`config.mk`:
```
export PLATFORM = sky130hd
export DESIGN_NAME = cosine_controller
export DESIGN_NICKNAME = d
export VERILOG_FILES = /design/src/rtl/cosine_controller.sv
export SDC_FILE = /design/constraint.sdc
export NUM_CORES = 1
export LEC_CHECK = 0
export CORE_ASPECT_RATIO = 1.2
export CORE_UTILIZATION = 50
export CTS_CLUSTER_DIAMETER = 80
export DETAILED_ROUTE_END_ITERATION = 10
export GPL_TIMING_DRIVEN = 0
export PLACE_DENSITY = 0.82
export SKIP_CTS_REPAIR_TIMING = 1
export SYNTH_ARGS = -nofsm -noshare
export SYNTH_HDL_FRONTEND = slang
export SYNTH_SLANG_ARGS = --single-unit
```
`constraint.sdc`:
```
create_clock -name clk -period 4.85 [get_ports clk]
set_input_delay 0.7275 -clock clk [delete_from_list [all_inputs] [get_ports clk]]
set_output_delay 0.7275 -clock clk [all_outputs]
set_load 0.02 [all_outputs]
```
`src/rtl/cosine_controller.sv`:
```
// Control FSM for the cosine/distance datapath: sequences the datapath states,
// serves the per-term Taylor coefficient and converts done/timeout into pulses.
module cosine_controller #(
    parameter int unsigned NTERMS       = 4,
    parameter int unsigned DONE_TIMEOUT = 8
) (
    input  logic        clk,
    input  logic        asyncclear,
    input  logic        sensor,
    input  logic        go,
    input  logic        done,
    output logic [2:0]  state,
    output logic [15:0] coefficient,
    output logic [2:0]  term_index,
    output logic        alarm,
    output logic        result_valid,
    output logic        error
);

    localparam int unsigned StateW = 3;
    localparam int unsigned CoefW  = 16;
    localparam int unsigned KW     = 3;
    localparam int unsigned CntW   = 8;

    localparam logic [KW-1:0]   LastK   = KW'(NTERMS - 1);
    localparam logic [CntW-1:0] LastCnt = CntW'(DONE_TIMEOUT - 1);

    typedef enum logic [StateW-1:0] {
        StandBy           = 3'd0,
        Alert             = 3'd1,
        StartCalculation  = 3'd2,
        AccumulateTerms   = 3'd3,
        CalculateDistance = 3'd4
    } stateE;

    // Plain vector so that the unused codes 5..7 remain representable and recoverable
    logic [StateW-1:0] stateQ, stateD;
    logic [KW-1:0]     kQ, kD;
    logic [CntW-1:0]   cntQ, cntD;
    logic              resultValidQ, resultValidD;
    logic              errorQ, errorD;

    always_ff @(posedge clk or posedge asyncclear) begin
        if (asyncclear) begin
            stateQ       <= StandBy;
            kQ           <= '0;
            cntQ         <= '0;
            resultValidQ <= 1'b0;
            errorQ       <= 1'b0;
        end else begin
            stateQ       <= stateD;
            kQ           <= kD;
            cntQ         <= cntD;
            resultValidQ <= resultValidD;
            errorQ       <= errorD;
        end
    end

    always_comb begin
        stateD       = stateQ;
        kD           = kQ;
        cntD         = cntQ;
        resultValidD = 1'b0;
        errorD       = 1'b0;
        case (stateQ)
            StandBy: begin
                if (sensor) stateD = Alert;
            end
            Alert: begin
                if (!sensor)  stateD = StandBy;
                else if (go)  stateD = StartCalculation;
            end
            StartCalculation: begin
                kD     = '0;
                stateD = AccumulateTerms;
            end
            AccumulateTerms: begin
                if (kQ == LastK) begin
                    cntD   = '0;
                    stateD = CalculateDistance;
                end else begin
                    kD = kQ + KW'(1);
                end
            end
            CalculateDistance: begin
                // done takes priority over an expiring timeout in the same cycle
                if (done) begin
                    resultValidD = 1'b1;
                    stateD       = StandBy;
                end else if (cntQ == LastCnt) begin
                    errorD = 1'b1;
                    stateD = StandBy;
                end else begin
                    cntD = cntQ + CntW'(1);
                end
            end
            default: stateD = StandBy;
        endcase
    end

    // -1/((2k+1)(2k+2)) in Q5.11, decoded from registered state only
    always_comb begin
        coefficient = '0;
        term_index  = '0;
        if (stateQ == AccumulateTerms) begin
            term_index = kQ;
            case (kQ)
                3'd0:    coefficient = CoefW'(16'hFC00);
                3'd1:    coefficient = CoefW'(16'hFF55);
                3'd2:    coefficient = CoefW'(16'hFFBC);
                3'd3:    coefficient = CoefW'(16'hFFDB);
                3'd4:    coefficient = CoefW'(16'hFFE9);
                default: coefficient = '0;
            endcase
        end
    end

    assign state        = stateQ;
    assign alarm        = (stateQ == Alert);
    assign result_valid = resultValidQ;
    assign error        = errorQ;

endmodule

```
==> PnR_summary.wiki <==
{| class="wikitable"
! Metric !! Value
|-
| Full die area || around 0.0023 sq mm
|-
| Endpoint kind of the worst setup timing path || primary output
|-
| Bufs on Longest Clock Path || 2
|-
| Sum of net half-perimeters after detailed placement || between 1500 and 2000 um
|-
| First-pass GRT wire length || 3660 um
|-
| Violations in the final reports || design-rule violations
|-
| Total number of vias || 925
|-
| Worst slew pin tran || 0.604 ns
|-
| Fraction of the cycle the final worst path needs || 0.647
|-
| Vias in the first global route || around 870
|-
| Place WS || 2.02 ns
|-
| VDD IR max || 0.000420 V
|-
| Weighted congestion reported at the end of routability-driven placement || 0.824
|-
| Tot GR Track Use || 0.215
|-
| Placed cell area || 0.00137 sq mm
|-
| Post-synthesis area per instance || 9.38 sq um
|-
| Gate family responsible for the most delay along the worst path || buffers and inverters
|-
| Final routed wire length divided by cell count || approximately 13 um
|-
| Ant diodes || 0
|-
| First-pass iteration count of the detailed router || 7
|-
| Result of the run || finished with violations
|-
| Max Freq || 319 MHz
|-
| Total setup violations reported at the end of the flow || 0
|-
| Insertion delay to the later sink of the worst-skew pair || 0.29 ns
|-
| Cell area after layout || 0.00141 sq mm
|-
| Unrepaired setup endpoints after global routing || no
|-
| Quantity of I/O buffers inserted on ports || 29
|-
| Register-to-register path setup slack || 2.89 ns
|-
| Synthesized netlist net count || about 120
|-
| Worst min-delay path startpoint || cntQ[2]
|-
| # Max-Cap Violations || 0
|-
| Total clock sinks || 16
|-
| Overflow left after global routing || 0
|-
| Dpl cells || 161
|-
| Sequential element share of the synthesized area || 0.378
|-
| Number of standard cells after synthesis || 113
|-
| Post-route insts no fill || 165
|-
| Arrival time at the worst endpoint || 2.41 ns
|-
| Shortest clock period the worst path allows after layout || 3.14 ns
|-
| Initial antenna violation count || 0
|-
| Critical Path RT || 4.12 ns
|-
| I/O Pins || 30
|-
| Slew margin rel. || 0.596
|-
| Chip Height || 52.4 um
|-
| Largest fanout on the critical path || 8
|-
| Count of buffering cells on the critical path with inverters included || 2
|-
| Final routed wirelength across all metal layers || 2160 um
|-
| Most frequent cells in the layout || clkdlybuf4s50_1, dfrtp_1, nand2_1, inv_1
|-
| Start-to-end type of the worst setup path || reg2out
|-
| Num rows || 17
|-
| PD cells || 594 mW/mm^2
|-
| Detail Route Antenna Nets || 0
|-
| Initial core utilization || 0.554
|-
| Per-cell via count in the routed design || 5.61
|-
| Hold EP || cntQ[2]
|-
| Highest-delay cell along the critical path || clkdlybuf4s50_1
|-
| Fraction of final layout cells with drive strength greater than 1 || 0.123
|-
| Synthesized cell area || 0.00106 sq mm
|-
| Commonest non-fill, non-tap cell in the layout || clkdlybuf4s50_1
|-
| Leak Pwr || 0.617 nW
|-
| Post-synthesis cell type count || 39
|-
| Cell chosen for the clock root || clkbuf_4
|-
| Setup WS post-layout || between 1.5 and 2 ns
|-
| Clk_skew || between 0.003 and 0.004 ns
|-
| Syn-to-layout area delta || 33.1%
|-
| # DRC || 5
|-
| Crit-path cells || inv_1, ha_1, or3_1, a21oi_1, nor2_1, a21o_1, clkdlybuf4s50_1
|-
| Reg-to-reg critical path startpoint || kQ[0]
|-
| Total of warnings raised by yosys || 0
|-
| Pins Over Slew Limit || 0
|-
| Total of flip-flops plus latches after synthesis || 16
|-
| End of the worst register-to-register path || cntQ[7]
|-
| CTS tree || yes
|-
| Drt first-iter violations || 31
|-
| Final standard cell utilization of the core || 0.737
|-
| Number of nets at the end of the flow || 158
|-
| Classification of the worst-slack hold path || reg2reg
|-
| Horizontal extent of the die || approximately 44 um
|-
| Setup_tns || 0 ns
|-
| Cell depth of the worst flop-to-flop path || 6
|-
| Pin count of the biggest net entering global routing || 17
|-
| Area inside the core boundary || 0.00191 sq mm
|-
| Count of final hold-check violations || 0
|-
| H-tree depth reported by CTS || 1
|-
| TritonCTS buffer count || 3
|-
| Peak per-stage delay on the critical path || 0.53 ns
|-
| Kind of launch point of the worst setup path || register
|-
| Cell depth of the worst min-delay path || 1
|-
| Clock transition at path regs || 0.09 ns
|}
[worst register-to-register path, cell delays in order (launching register included)]
cell	delay (ns)
dfrtp_1	0.43
ha_1	0.25
ha_1	0.16
clkbuf_1	0.27
nand2_1	0.16
o21ai_2	0.38
o221ai_1	0.19
[how the worst max path moves through the flow]
stage	start	endpoint	slack (ns)	cells past startpoint
floorplan	state[0]	coefficient[9]	2.42	5
global placement	kQ[0]	coefficient[4]	2.07	7
detailed placement	kQ[0]	coefficient[1]	2.02	7
CTS	kQ[0]	coefficient[4]	1.69	7
global route	kQ[0]	coefficient[1]	1.49	7
finish	kQ[0]	coefficient[4]	1.71	7
[synth_stat cells]
library cell   n  area [sq um]
a21o_1         2          15.0
a21oi_1        8          40.0
a22oi_1        1          7.51
a31oi_1        4          25.0
a41oi_1        1          8.76
and2_1         2          12.5
and3_1         2          12.5
buf_4          8          60.1
buf_6          1          11.3
clkbuf_1       2          7.51
dfrtp_1       16           400
ha_1           6          75.1
inv_1          9          33.8
mux2i_1        3          30.0
nand2_1        9          33.8
nand2b_1       3          18.8
nand3_1        3          15.0
nand3b_1       2          15.0
nand4b_1       1          8.76
nor2_1         7          26.3
nor2b_1        1          6.26
nor3_1         2          10.0
nor3b_1        1          7.51
nor4b_1        1          8.76
nor4b_4        1          23.8
o211ai_1       1          7.51
o21a_1         1          7.51
o21ai_0        1          5.00
o21ai_2        1          8.76
o221ai_1       1          8.76
o22ai_1        2          12.5
o31a_1         2          17.5
o31a_2         1          10.0
o31ai_4        1          21.3
o41ai_1        1          8.76
or2b_1         1          7.51
or3_1          2          12.5
or4_1          1          7.51
or4_4          1          11.3
[sequential cells by signal, summed over array words and instances (netlist names)]
register and count:
cntQ 8, error 1, kQ 3, result_valid 1
state 3
[report_power, final]
group	switching [mW]	internal, mW	total (mW)
combinational	0.281	0.274	0.555
clock	0.0434	0.0458	0.0891
sequential	0.0322	0.161	0.193
total	0.357	0.480	0.837
[metal layers]
layer / part of all wire / GRT usage / wire, um / up-vias
li1: - / - / - / 463
met1: 0.39 / 0.229 / 846 / 417
met2: 0.54 / 0.402 / 1170 / 40
met3: 0.044 / 0.0103 / 94 / 5
met4: 0.022 / 0.136 / 47 / 0
met5: 0 / 0 / 0 / -
[logic make-up (layout without fill, tap and decap cells)]
| group | after synthesis | in the layout | share of synthesized area |
|---|---|---|---|
| and+or+nand+nor | 40 | 40 | 0.224 |
| adders and majority gates | 6 | 6 | 0.0708 |
| DFF | 16 | 16 | 0.378 |
| muxes | 3 | 3 | 0.0283 |
| AOI/OAI and AO/OA | 28 | 28 | 0.192 |
| buffers and inverters | 20 | 53 | 0.106 |
[through the flow]
step | hold WS (ns) | power [mW]
floorplan | 0.471 | 0.541
global placement | 0.484 | 0.738
detailed placement | 0.513 | 0.753
CTS | 0.527 | 0.842
global route | 0.549 | 0.896
finish | 0.529 | 0.837
[final cells by class]
| class | count | area [sq um] |
|---|---|---|
| Multi-Input combinational cell | 77 | 547 |
| Fill cell | 149 | 504 |
| Sequential cell | 16 | 400 |
| Timing Repair Buffer | 29 | 290 |
| Buffer | 11 | 78.8 |
| Clock buffer | 4 | 36.3 |
| Inverter | 9 | 33.8 |
| Tap cell | 19 | 23.8 |
(Power assumes the default switching activity.)
